**config.mk**
```make
export PLATFORM = sky130hd
export DESIGN_NAME = kv_ctrl_mc
export DESIGN_NICKNAME = d
export VERILOG_FILES = /design/src/rtl/kv_ctrl_mc.sv
export SDC_FILE = /design/constraint.sdc
export NUM_CORES = 1
export LEC_CHECK = 0
export ABC_AREA = 1
export CAP_MARGIN = 15
export CORE_ASPECT_RATIO = 1.1
export CORE_MARGIN = 5
export CORE_UTILIZATION = 40
export CTS_BUF_LIST = sky130_fd_sc_hd__clkbuf_4
export CTS_CLUSTER_DIAMETER = 200
export CTS_CLUSTER_SIZE = 16
export DETAILED_ROUTE_END_ITERATION = 8
export DONT_BUFFER_PORTS = 1
export HOLD_SLACK_MARGIN = 0.08
export SYNTH_ARGS = -nofsm -noshare
export SYNTH_HDL_FRONTEND = slang
export SYNTH_SLANG_ARGS = --single-unit
```
**constraint.sdc**
```tcl
create_clock -name clk -period 4.8 [get_ports clk]
set_clock_uncertainty 0.2 [all_clocks]
set_input_delay 0.96 -clock clk [delete_from_list [all_inputs] [get_ports clk]]
set_output_delay 0.96 -clock clk [all_outputs]
set_load 0.05 [all_outputs]
```
**src/rtl/kv_ctrl_mc.sv**
```systemverilog
// Key/value cache command controller: IDLE -> LOOKUP -> EXEC -> RESP per request.
// Define KV_CTRL_EVICT_EN to evict round-robin on an UPSERT miss into a full array.
module kv_ctrl_mc #(
    parameter int unsigned NUM_ENTRIES = 16,
    parameter int unsigned RSP_TIMEOUT = 255
) (
    input  logic                   clk,
    input  logic                   rst_n,
    input  logic                   req_valid,
    output logic                   req_ready,
    input  logic [1:0]             req_op,
    input  logic [NUM_ENTRIES-1:0] used,
    input  logic                   hit,
    input  logic [NUM_ENTRIES-1:0] hit_idx,
    output logic                   mem_lookup,
    output logic                   mem_sel,
    output logic                   mem_write,
    output logic                   mem_delete,
    output logic [NUM_ENTRIES-1:0] mem_idx,
    output logic                   rsp_valid,
    input  logic                   rsp_ready,
    output logic [1:0]             rsp_status,
    output logic [NUM_ENTRIES-1:0] rsp_idx,
    output logic                   timeout_err
);

    localparam int unsigned TW = $clog2(RSP_TIMEOUT + 1);
    localparam logic [TW-1:0] TMO_LAST = TW'(RSP_TIMEOUT - 1);
    localparam logic [NUM_ENTRIES-1:0] ONE = NUM_ENTRIES'(1);

    typedef enum logic [1:0] {IDLE, LOOKUP, EXEC, RESP} state_e;
    typedef enum logic [1:0] {OP_NOP, OP_GET, OP_UPSERT, OP_DELETE} op_e;
    typedef enum logic [1:0] {ST_OK, ST_MISS, ST_FULL, ST_ERR} status_e;

    state_e                  state_q, state_d;
    op_e                     op_q, op_d;
    logic                    hit_q, hit_d;
    logic [NUM_ENTRIES-1:0]  hit_idx_q, hit_idx_d;
    logic [NUM_ENTRIES-1:0]  used_q, used_d;
    status_e                 status_q, status_d;
    logic [NUM_ENTRIES-1:0]  rsp_idx_q, rsp_idx_d;
    logic [TW-1:0]           tmo_q, tmo_d;
    logic                    terr_q, terr_d;

    logic [NUM_ENTRIES-1:0]  free_oh;
    logic                    array_full;
    logic                    multi_hit;

    // Lowest clear bit of used, isolated as a one-hot vector.
    assign free_oh    = ~used_q & (used_q + ONE);
    assign array_full = &used_q;
    assign multi_hit  = |(hit_idx_q & (hit_idx_q - ONE));

`ifdef KV_CTRL_EVICT_EN
    localparam int unsigned VW = $clog2(NUM_ENTRIES);
    localparam logic [VW-1:0] VICTIM_LAST = VW'(NUM_ENTRIES - 1);
    logic [VW-1:0] victim_q, victim_d;
`endif

    // NOTE: every combinational output gets a default first so no latch is inferred.
    always_comb begin
        state_d    = state_q;
        op_d       = op_q;
        hit_d      = hit_q;
        hit_idx_d  = hit_idx_q;
        used_d     = used_q;
        status_d   = status_q;
        rsp_idx_d  = rsp_idx_q;
        tmo_d      = tmo_q;
        terr_d     = terr_q;
`ifdef KV_CTRL_EVICT_EN
        victim_d   = victim_q;
`endif
        req_ready  = 1'b0;
        mem_lookup = 1'b0;
        mem_sel    = 1'b0;
        mem_write  = 1'b0;
        mem_delete = 1'b0;
        mem_idx    = '0;
        rsp_valid  = 1'b0;

        case (state_q)
            IDLE: begin
                req_ready = 1'b1;
                if (req_valid) begin
                    op_d = op_e'(req_op);
                    if (op_e'(req_op) == OP_NOP) begin
                        state_d   = RESP;
                        status_d  = ST_ERR;
                        rsp_idx_d = '0;
                        tmo_d     = '0;
                    end else begin
                        state_d = LOOKUP;
                    end
                end
            end
            LOOKUP: begin
                mem_lookup = 1'b1;
                hit_d      = hit;
                hit_idx_d  = hit_idx;
                used_d     = used;
                state_d    = EXEC;
            end
            EXEC: begin
                state_d  = RESP;
                tmo_d    = '0;
                status_d = ST_MISS;
                if (hit_q && multi_hit) begin
                    status_d = ST_ERR;
                end else begin
                    case (op_q)
                        OP_GET: if (hit_q) begin
                            mem_sel  = 1'b1;
                            mem_idx  = hit_idx_q;
                            status_d = ST_OK;
                        end
                        OP_UPSERT: begin
                            if (hit_q) begin
                                mem_write = 1'b1;
                                mem_idx   = hit_idx_q;
                                status_d  = ST_OK;
                            end else if (!array_full) begin
                                mem_write = 1'b1;
                                mem_idx   = free_oh;
                                status_d  = ST_OK;
                            end else begin
`ifdef KV_CTRL_EVICT_EN
                                mem_write = 1'b1;
                                mem_idx   = ONE << victim_q;
                                status_d  = ST_OK;
                                victim_d  = (victim_q == VICTIM_LAST) ? '0 : victim_q + VW'(1);
`else
                                status_d  = ST_FULL;
`endif
                            end
                        end
                        OP_DELETE: if (hit_q) begin
                            mem_delete = 1'b1;
                            mem_idx    = hit_idx_q;
                            status_d   = ST_OK;
                        end
                        default: status_d = ST_ERR;
                    endcase
                end
                rsp_idx_d = mem_idx;
            end
            RESP: begin
                rsp_valid = 1'b1;
                if (rsp_ready) begin
                    state_d = IDLE;
                end else if (tmo_q == TMO_LAST) begin
                    state_d = IDLE;
                    terr_d  = 1'b1;
                end else begin
                    tmo_d = tmo_q + TW'(1);
                end
            end
            default: state_d = IDLE;
        endcase
    end

    assign rsp_status  = rsp_valid ? status_q : ST_OK;
    assign rsp_idx     = rsp_valid ? rsp_idx_q : '0;
    assign timeout_err = terr_q;

    // NOTE: sequential state uses non-blocking assignments so all registers update together.
    always_ff @(posedge clk or negedge rst_n) begin
        if (!rst_n) begin
            state_q   <= IDLE;
            op_q      <= OP_NOP;
            hit_q     <= 1'b0;
            hit_idx_q <= '0;
            used_q    <= '0;
            status_q  <= ST_OK;
            rsp_idx_q <= '0;
            tmo_q     <= '0;
            terr_q    <= 1'b0;
`ifdef KV_CTRL_EVICT_EN
            victim_q  <= '0;
`endif
        end else begin
            state_q   <= state_d;
            op_q      <= op_d;
            hit_q     <= hit_d;
            hit_idx_q <= hit_idx_d;
            used_q    <= used_d;
            status_q  <= status_d;
            rsp_idx_q <= rsp_idx_d;
            tmo_q     <= tmo_d;
            terr_q    <= terr_d;
`ifdef KV_CTRL_EVICT_EN
            victim_q  <= victim_d;
`endif
        end
    end

endmodule

```
==> results.sh <==
export IMPL_crit_type="flop to primary output"
export IMPL_pwr_share_clk_pct=11.7
export IMPL_irDropWorstVdd_v=0.000234
export IMPL_cts_root_buf="clkbuf_4"
export IMPL_worst_skew_pair_late_latency_ns=0.41
export IMPL_drv_slew=0
export IMPL_cts_sinks=64
export IMPL_grt_usage_pct=17.9
export IMPL_ios=80
export IMPL_critPathLaunchType="flop"
export IMPL_portBuffers=0
export IMPL_p_sw_mw=1.36
export IMPL_hpwl_um=7610
export IMPL_combPwrFrac_pct=50.7
export IMPL_finalWorstSetupSlack_ns=0.673
export IMPL_p_seq_share_pct=37.6
export IMPL_stdcell_area_mm2=0.00407
export IMPL_die_h_um=112
export IMPL_fp_coreArea_mm2=0.00935
export IMPL_cp_arrival_ns=2.97
export IMPL_yosysWarnings=0
export IMPL_multi_input_area_mm2=0.00187
export IMPL_ant_nets=0
export IMPL_switching_share_pct=53.0
export IMPL_num_vias=3325
export IMPL_drt_wl_total_um=9960
export IMPL_nets=580
export IMPL_power_density_mw_per_mm2=631
export IMPL_first_pass_iters=4
export IMPL_path_clk_slew_ns=0.10
export IMPL_overflow=0
export IMPL_slew_headroom_pct=36.0
export IMPL_antenna_found_initial=0
export IMPL_final_cell_mix="181 x nand2_1, 64 x dfrtp_1, 63 x inv_1"
export IMPL_grt_first_pass_wirelength_um=16200
export IMPL_antenna_cells=0
export IMPL_final_common_cell="nand2_1"
export IMPL_avgSynthCellArea_um2=7.20
export IMPL_start_util_pct=40.8
export IMPL_p_int_mw=1.21
export IMPL_finalCritPeriodShare_pct=86.0
export IMPL_drive_above_1_share_pct=10.2
export IMPL_cts_htree_levels=3
export IMPL_hold_path_class="primary input to async pin"
export IMPL_cts_buffers=9
export IMPL_synth_fp_nets=575
export IMPL_regArea_mm2=0.00160
export IMPL_die_w_um=103
export IMPL_drt_vias_per_instance=5.08
export IMPL_fill_cells=990
export IMPL_syn_inst=530
export IMPL_worstPathMaxFanout=22
export IMPL_drt_iter0_drc=238
export IMPL_end_kind="primary output"
export IMPL_postCtsSetupRepairBufs=0
export IMPL_place_area_mm2=0.00395
export IMPL_maxCapViolCount=0
export IMPL_clock_path_buffers=2
export IMPL_worst_pin_slew_ns=0.955
export IMPL_dpl_worst_slack_ns=1.17
export IMPL_place_gp_congestion=0.877
export IMPL_fmax_mhz=242
export IMPL_wire_per_inst_um=15.2
export IMPL_setup_violations=0
export IMPL_synth_cell_area_mm2=0.00382
export IMPL_status="finished clean"
export IMPL_setup_tns_ns=0
export IMPL_dieArea_mm2=0.0116
export IMPL_utilization_pct=43.5
export IMPL_cts_tree="built"
export IMPL_period_needed_ns=4.13
export IMPL_first_global_vias=3197
export IMPL_grt_max_degree=65
export IMPL_finalHoldViolCount=0
export IMPL_rsz0062_at_grt="no"
export IMPL_crit_required_ns=3.64
export IMPL_ys_types=34
export IMPL_power_leakage_nw=2.02
export IMPL_whs_ns=0.207
export IMPL_yosysSeqAreaShare_pct=42.0
export IMPL_rows=37
export IMPL_drc=0
export IMPL_area_growth_pct=6.69
export IMPL_yosys_register_bits=64
## what timing repair did
item / CTS / global route
gates resized for setup: 0 / 0
endpoints found under the hold margin: 64 / 0
hold buffers: 1 / 0
## through the flow
stage	total power, mW	instances
2_1_floorplan	2.00	530
3_3_place_gp	2.24	640
3_5_place_dp	2.27	640
4_1_cts	2.59	655
5_1_grt	2.82	655
6_report	2.57	655
## cell type report
class	count	area share [%]
inverter	68	6.27
tap	117	3.60
clock inverter	2	0.215
clock buffer	12	2.21
sequential	64	39.3
multi-input combinational	382	46.0
timing repair buffer	10	2.34
## worst max-delay path, cell delays in order, from the launching register on
cell	delay, ns
dfrtp_1	0.68
nor2_1	0.51
inv_1	0.08
nor3_1	0.26
nand4_1	0.22
a21oi_1	0.29
and2_1	0.51
## power by group through the flow
stage          sequential [mW]  clock (mW)  combinational (mW)
2_1_floorplan            0.888           0                1.11
3_3_place_gp             0.966           0                1.28
3_5_place_dp             0.972           0                1.29
4_1_cts                  0.963       0.313                1.31
5_1_grt                   1.00       0.336                1.48
6_report                 0.966       0.300                1.30
## cells by family after synthesis
kind of cell / Yosys count / share of synthesized area (%)
AO/OA/AOI/OAI: 73 / 10.4
AND/OR/NAND/NOR: 297 / 35.0
multiplexers: 1 / 0.295
XOR/XNOR: 5 / 1.15
buffers and inverters: 84 / 9.25
flip-flops: 64 / 42.0
adder cells (fa/ha/maj): 6 / 1.97
## registers in the layout, summed over array words and instances, names as in the netlist
name,flops
hit_idx_q,16
rsp_idx_q,16
used_q,16
tmo_q,8
op_q,2
state_q,2
status_q,2
hit_q,1
timeout_err,1
## path summary, 6_finish.rpt
kind | depth (start not counted) | to | startpoint | slack, ns
max reg2reg | 9 | tmo_q[3]$_DFFE_PN0P_ | state_q[0]$_DFFE_PN0P_ | 2.18
min in group clk | 2 | rsp_idx_q[9]$_DFFE_PN0P_ | rsp_idx_q[9]$_DFFE_PN0P_ | 0.29
min reg2reg | 2 | rsp_idx_q[9]$_DFFE_PN0P_ | rsp_idx_q[9]$_DFFE_PN0P_ | 0.29
max | 6 | mem_idx[14] | hit_q$_DFFE_PN0P_ | 0.67
max in group asynchronous | 1 | hit_idx_q[12]$_DFFE_PN0P_ | rst_n | 3.91
min | 1 | tmo_q[4]$_DFFE_PN0P_ | rst_n | 0.21
## synthesized netlist by cell type (all sizes together)
cell type / number / area share [%]
nand2: 186 / 19
inv: 67 / 6.6
dfrtp: 64 / 42
nor2: 52 / 5.9
o21ai: 35 / 4.6
nand3: 31 / 5.7
a21oi: 24 / 3.1
clkbuf: 12 / 1.2
nor3: 10 / 1.3
nand4: 9 / 1.5
and2: 7 / 1.1
ha: 6 / 2.0
xor2: 5 / 1.1
buf: 4 / 1.4
a21boi: 3 / 0.59
o21bai: 3 / 0.59
o22ai: 3 / 0.49
o31ai: 3 / 0.59
or2: 2 / 0.33
clkinv: 1 / 0.098
mux2: 1 / 0.30
o211ai: 1 / 0.20
o21a: 1 / 0.20
## metal layers
| metal | part of all wire, % | vias to the layer above | GRT usage (%) |
|---|---|---|---|
| li1 | - | 1675 | - |
| met1 | 46 | 1550 | 24.0 |
| met2 | 46 | 84 | 27.6 |
| met3 | 6.0 | 16 | 5.03 |
| met4 | 2.2 | 0 | 6.22 |
| met5 | 0 | - | 0 |
(Power assumes the default switching activity.)
